**src/rtl/twobitup_sched.sv**
```systemverilog
// Round-robin trigger scheduler sharing one up-count datapath between two requesters.
// It grants one-cycle triggers, keeps registered counts a/b and flags their wrap-around.
module twobitup_sched #(
   parameter int CNT_W = 2,
   parameter int GAP   = 1
) (
   input  logic             clk,
   input  logic             reset,
   input  logic             req0,
   input  logic             req1,
   input  logic             clr,
   output logic             gnt0,
   output logic             gnt1,
   output logic             t,
   output logic             sel,
   output logic [CNT_W-1:0] a,
   output logic [CNT_W-1:0] b,
   output logic             wrap0,
   output logic             wrap1,
   output logic             busy
);

   typedef enum logic [1:0] {
      S_IDLE  = 2'd0,
      S_GRANT = 2'd1,
      S_GAP   = 2'd2
   } state_e;

   localparam int               GAP_M1   = (GAP > 0) ? GAP - 1 : 0;
   localparam logic [3:0]       GAP_LOAD = 4'(GAP_M1);
   localparam logic [CNT_W-1:0] CNT_MAX  = '1;

   state_e           state_q, state_d;
   logic             ptr_q, ptr_d;
   logic             sel_q, sel_d;
   logic [3:0]       gap_cnt_q, gap_cnt_d;
   logic [CNT_W-1:0] a_q, a_d;
   logic [CNT_W-1:0] b_q, b_d;
   logic             wrap0_q, wrap0_d;
   logic             wrap1_q, wrap1_d;
   logic             pick;
   logic             inc_a;
   logic             inc_b;

   always_ff @(posedge clk or negedge reset) begin
      if (!reset) begin
         state_q   <= S_IDLE;
         ptr_q     <= 1'b0;
         sel_q     <= 1'b0;
         gap_cnt_q <= 4'd0;
         a_q       <= '0;
         b_q       <= '0;
         wrap0_q   <= 1'b0;
         wrap1_q   <= 1'b0;
      end else begin
         state_q   <= state_d;
         ptr_q     <= ptr_d;
         sel_q     <= sel_d;
         gap_cnt_q <= gap_cnt_d;
         a_q       <= a_d;
         b_q       <= b_d;
         wrap0_q   <= wrap0_d;
         wrap1_q   <= wrap1_d;
      end
   end

   // With both requests pending the pointer decides; otherwise the lone requester wins.
   always_comb begin
      state_d   = state_q;
      ptr_d     = ptr_q;
      sel_d     = sel_q;
      gap_cnt_d = gap_cnt_q;
      pick      = (req0 && req1) ? ptr_q : req1;
      case (state_q)
         S_IDLE: begin
            if (req0 || req1) begin
               sel_d   = pick;
               state_d = S_GRANT;
            end
         end
         S_GRANT: begin
            ptr_d = ~sel_q;
            if (GAP > 0) begin
               state_d   = S_GAP;
               gap_cnt_d = GAP_LOAD;
            end else begin
               state_d = S_IDLE;
            end
         end
         S_GAP: begin
            if (gap_cnt_q == 4'd0) begin
               state_d = S_IDLE;
            end else begin
               gap_cnt_d = gap_cnt_q - 4'd1;
            end
         end
         default: state_d = S_IDLE;
      endcase
   end

   // A clear wins over a same-cycle increment and suppresses its wrap pulse.
   always_comb begin
      inc_a   = (state_q == S_GRANT) && !sel_q;
      inc_b   = (state_q == S_GRANT) && sel_q;
      a_d     = a_q;
      b_d     = b_q;
      wrap0_d = 1'b0;
      wrap1_d = 1'b0;
      if (clr) begin
         a_d = '0;
         b_d = '0;
      end else begin
         if (inc_a) begin
            a_d     = a_q + 1'b1;
            wrap0_d = (a_q == CNT_MAX);
         end
         if (inc_b) begin
            b_d     = b_q + 1'b1;
            wrap1_d = (b_q == CNT_MAX);
         end
      end
   end

   always_comb begin
      gnt0  = (state_q == S_GRANT) && !sel_q;
      gnt1  = (state_q == S_GRANT) && sel_q;
      t     = (state_q == S_GRANT);
      busy  = (state_q != S_IDLE);
      sel   = sel_q;
      a     = a_q;
      b     = b_q;
      wrap0 = wrap0_q;
      wrap1 = wrap1_q;
   end

endmodule

```
**config.mk**
```make
export PLATFORM = sky130hd
export DESIGN_NAME = twobitup_sched
export DESIGN_NICKNAME = d
export VERILOG_FILES = /design/src/rtl/twobitup_sched.sv
export SDC_FILE = /design/constraint.sdc
export NUM_CORES = 1
export LEC_CHECK = 0
export ABC_CLOCK_PERIOD_IN_PS = 2200
export BUFFER_PORTS_ARGS = -buffer_cell sky130_fd_sc_hd__buf_2
export CAP_MARGIN = 20
export CORE_MARGIN = 2
export CORE_UTILIZATION = 35
export CTS_BUF_LIST = sky130_fd_sc_hd__clkbuf_8
export DETAILED_ROUTE_END_ITERATION = 7
export GPL_ROUTABILITY_DRIVEN = 0
export PLACE_DENSITY = 0.62
export SYNTH_ARGS = -nofsm -noshare
export SYNTH_HDL_FRONTEND = slang
export SYNTH_SLANG_ARGS = --single-unit
```
**constraint.sdc**
```tcl
create_clock -name clk -period 2.2 [get_ports clk]
set_input_delay 0 -clock clk [delete_from_list [all_inputs] [get_ports clk]]
set_output_delay 0 -clock clk [all_outputs]
set_load 0.05 [all_outputs]
```
---- Word level (Yosys, flattened, before mapping) ----
Index checks and enable logic that the tools add are counted.
storage, ports and cells
  bits of input ports ..................... 5
  output and inout bits ................... 11
  logic and storage cells ................. 47
  bits in registers ....................... 14
operators by class
  multiplexer cells ....................... 14
  eq/ne operators ......................... 7
  reduce and logical (&&, ||, !) cells .... 14
  bitwise operators ....................... 1
  add/subtract/negate cells ............... 3
operators with widths
  cell                 count
  $mux 2               6
  $pmux 4 s2           1
  $reduce_bool 2->1    4
  $eq 2x2->1 const B   3
  $ne 2x2->1 const B   3
  $pmux 2 s3           1
  $reduce_and 2->1     3
  $mux 1               5
  $add 2x1->2 const B  2
  $logic_not 4->1      1
  $mux 4               1
  $sub 4x1->4 const B  1
  $logic_and 1x1->1    3
  $eq 2x1->1 const B   1
  $logic_not 2->1      1
  $logic_not 1->1      1
  $logic_or 1x1->1     1
  $not 1->1            1

---- Longest topological paths before layout ----
  depth in word-level cells ............... 4
  gate-level depth with buffers ........... 5
  mapped depth without buffers ............ 5

---- Least setup slack after synthesis ----
OpenSTA, ideal clock, no wires.
  path type ............................... register -> register
  start point ............................. register sel_q, in the netlist sel
  end point ............................... register a_q[1], in the netlist a[1]
  arrival ................................. 1.545 ns
  slack ................................... 0.535 ns
  required time ........................... 2.080 ns
  path buffers ............................ 0
  stages on the path, launching flop included .. 4
  period minus slack after synthesis ...... 1.665 ns
  setup time .............................. 0.120 ns
  cells stage by stage .................... dfrtp_1 -> nor3b_4 -> mux2i_1 -> nor2_1
on the way
  cells in the longest elaborated chain, start to end .. 3
RTL lines
  element                      line  source
  start, declared              35    logic sel_q, sel_d;
  start signal, assigned       58    sel_q <= sel_d;
  $logic_not 1->1              --
  $logic_and 1x1->1            --
  named net gnt0               12    output logic gnt0,
  $reduce_bool 2->1 (no line)  --
  end signal, assigned         51    a_q <= '0;
  end signal, assigned         60    a_q <= a_d;
  end, declared                37    logic [CNT_W-1:0] a_q, a_d;
The timed path passes the listed nets, and every way through them passes these cells.
A chain may end at the register's enable or synchronous reset.

---- Worst setup path after layout ----
  start point ............................. register state_q[0]
  end point ............................... output port gnt0
on the way
  cells in the longest elaborated chain, start to end .. 2
RTL lines
  element                 line  source
  start, declared         33    state_e state_q, state_d;
  start signal, assigned  56    state_q <= state_d;
  $eq 2x1->1              125   gnt0 = (state_q == S_GRANT) && !sel_q;
  $logic_and 1x1->1       125
  end, declared           12
No other way between the ends.

==> metrics <==
fin crit share=69.1%; vias=548; number of synthesis warnings=0; fillers=180; skew final=0.00250 ns; endpoints failing hold=0; metal3 WL=43 um; Routed WL=1340 um; DRT Pass-1 Iters=4; vias per cell=4.72; clk slew on worst S/H paths=0.06 ns; first-pass GRT wire length=2420 um; Rows=16; DRT iter0 DRCs=8; CTS tree=yes; fmax=657 MHz; synthesized area per cell=10.4 sq um; Critical Path RT=2.20 ns; final std cells w/o fill=116; element type at the critical path end=primary output; largest net degree at the start of global routing=16; synth top area cells=dfrtp_1, ha_1, nand2_1; Initial Util=36.5%; placed insts=108; final net count=98; Max Used Layer=met4; vias in the first global route=547; GR Overflow Total=0; pwr/cell area=1290 mW/mm^2; die height=49.0 um; post-synthesis cell count=68; CTS Buffer Depth=2; setup TNS=0 ns; Worst R2R Start=gap_cnt_q[0]; Rel. slew slack=71.5%; Crit Path Max Fanout=15; io pins=16; Final min period=1.52 ns; share of cells above drive strength 1=27.0%; Slew Limit Fails=0; RSZ-0062 raised after global routing=no; Seq. cell area=350 sq um; wire length per cell=11.5 um; worst setup path start=state_q[0]; Die Area=0.00240 sq mm; library cells used by synthesis=30; total track usage=13.7%; root buffer cell=clkbuf_8; hold slack=0.185 ns; met2 WL post-DR=641 um; syn_nets=76; cts bufs inserted=3; status=completed; Multi-input gate area=318 sq um; Core Area=0.00194 sq mm; clock latency on the worst-skew pair=0.25 ns; worst-margin pin slew=0.428 ns; Area Overhead vs Synth=26.1%; Pwr Total=1.16 mW; # diodes=0; EDFF count, synth=0; drt drc=0; cell taking the most area after synthesis=dfrtp_1; synthesized area=709 sq um; register area share after synthesis=49.4%; DRT antenna net count=0; met1 wire length=609 um; Max-cap violations=0; CP arrival=1.52 ns; antenna violations before repair=0; IO buf count=15; Yosys top cell area share=49.4%; Final Util=46.1%; Post-synth ARST share=100%; H-tree depth=1; Finish-stage setup viols=0; leak pwr=0.462 nW; DP HPWL=910 um; CTS sink cnt=14; die width=49.0 um; Startpoint Class=register; Crit Path Category=register to primary output; Top FF cell, synth=dfrtp_1; Max VDD drop=0.000781 V; Synth Register Bits=14; HP Class=input port to async pin
worst max-delay path, cell delays in order (launching register included):
cell and delay, ns:
dfrtp_1 0.60, nor3b_4 0.34, buf_2 0.32
report_power, final:
part | leakage (nW) | switching (mW) | total, mW | internal [mW]
sequential | 0.188 | 0.100 | 0.411 | 0.311
combinational | 0.245 | 0.352 | 0.488 | 0.136
clock | 0.0288 | 0.0981 | 0.257 | 0.159
per-layer routing:
layer  GRT usage (%)  up-vias
met5               0        -
met4            10.0        0
met3            3.68        5
met2            21.5       10
met1            16.0      254
li1                -      279
Yosys cell counts (2+ instances only):
library cell	number
a22oi_1	2
dfrtp_1	14
ha_1	3
inv_1	6
mux2i_1	2
nand2_1	7
nand3b_1	2
nor2_1	7
nor3_1	3
o21ai_0	2
cell families (layout without fill, tap and decap cells):
logic type	count (synthesis)	in the layout	synth area share (%)
buffers and inverters	8	29	5.82
XOR/XNOR	2	2	2.47
multiplexers	2	2	2.82
AND/OR/NAND/NOR	27	27	21.7
AO/OA/AOI/OAI	12	12	12.5
adder cells (fa/ha/maj)	3	3	5.29
flip-flops	14	14	49.4
through the flow:
stage          area, sq um  worst slack (ns)
6_report               895             0.679
5_1_grt                895             0.543
4_1_cts                895             0.664
3_5_place_dp           800             0.744
3_3_place_gp           800             0.789
2_1_floorplan          709             0.535
timing repair:
action	4_1_cts	5_1_grt
resized for setup	0	0
hold buffers	4	0
buffers inserted	0	0
endpoints found under the hold margin	22	0
cell type report:
class | count | share of cell area (%)
Multi-Input combinational cell | 46 | 35.5
Inverter | 6 | 2.52
Timing Repair Buffer | 19 | 12.9
Sequential cell | 14 | 39.2
Clock buffer | 4 | 6.15
Tap cell | 27 | 3.78
worst paths after layout:
| kind | endpoint | cells past startpoint | slack (ns) |
|---|---|---|---|
| setup / recovery | gnt0 | 2 | 0.68 |
| hold / removal | sel | 2 | 0.19 |
| min in group clk | sel | 3 | 0.48 |
| setup reg to reg | gap_cnt_q[1] | 5 | 0.73 |
| hold reg to reg | ptr_q | 1 | 0.49 |
| max in group asynchronous | state_q[1] | 2 | 1.78 |
layout by cell type, fill, tap and decap left out:
cell           instances
buf_2                 15
dfrtp_1               14
nor2_1                 7
nand2_1                7
inv_1                  6
clkbuf_8               4
dlygate4sd3_1          4
nor3_1                 3
ha_1                   3
nand3b_1               2
mux2i_1                2
a22oi_1                2
o21ai_0                2
nor3b_4                1
nor4b_1                1
nor2b_1                1
and2b_2                1
xnor2_1                1
xor2_1                 1
nor3b_1                1
o31ai_1                1
or3b_1                 1
a21oi_2                1
a22o_2                 1
and3_1                 1
nor4_1                 1
a211o_2                1
a21o_1                 1
a21oi_1                1
a31oi_1                1
o2bb2ai_1              1
state kept, by name (all words and copies together), names as in the netlist:
register / cells
sel: 1
wrap1: 1
b: 2
gap_cnt_q: 4
ptr_q: 1
state_q: 2
a: 2
wrap0: 1
Power figures use the tool's default switching activity.
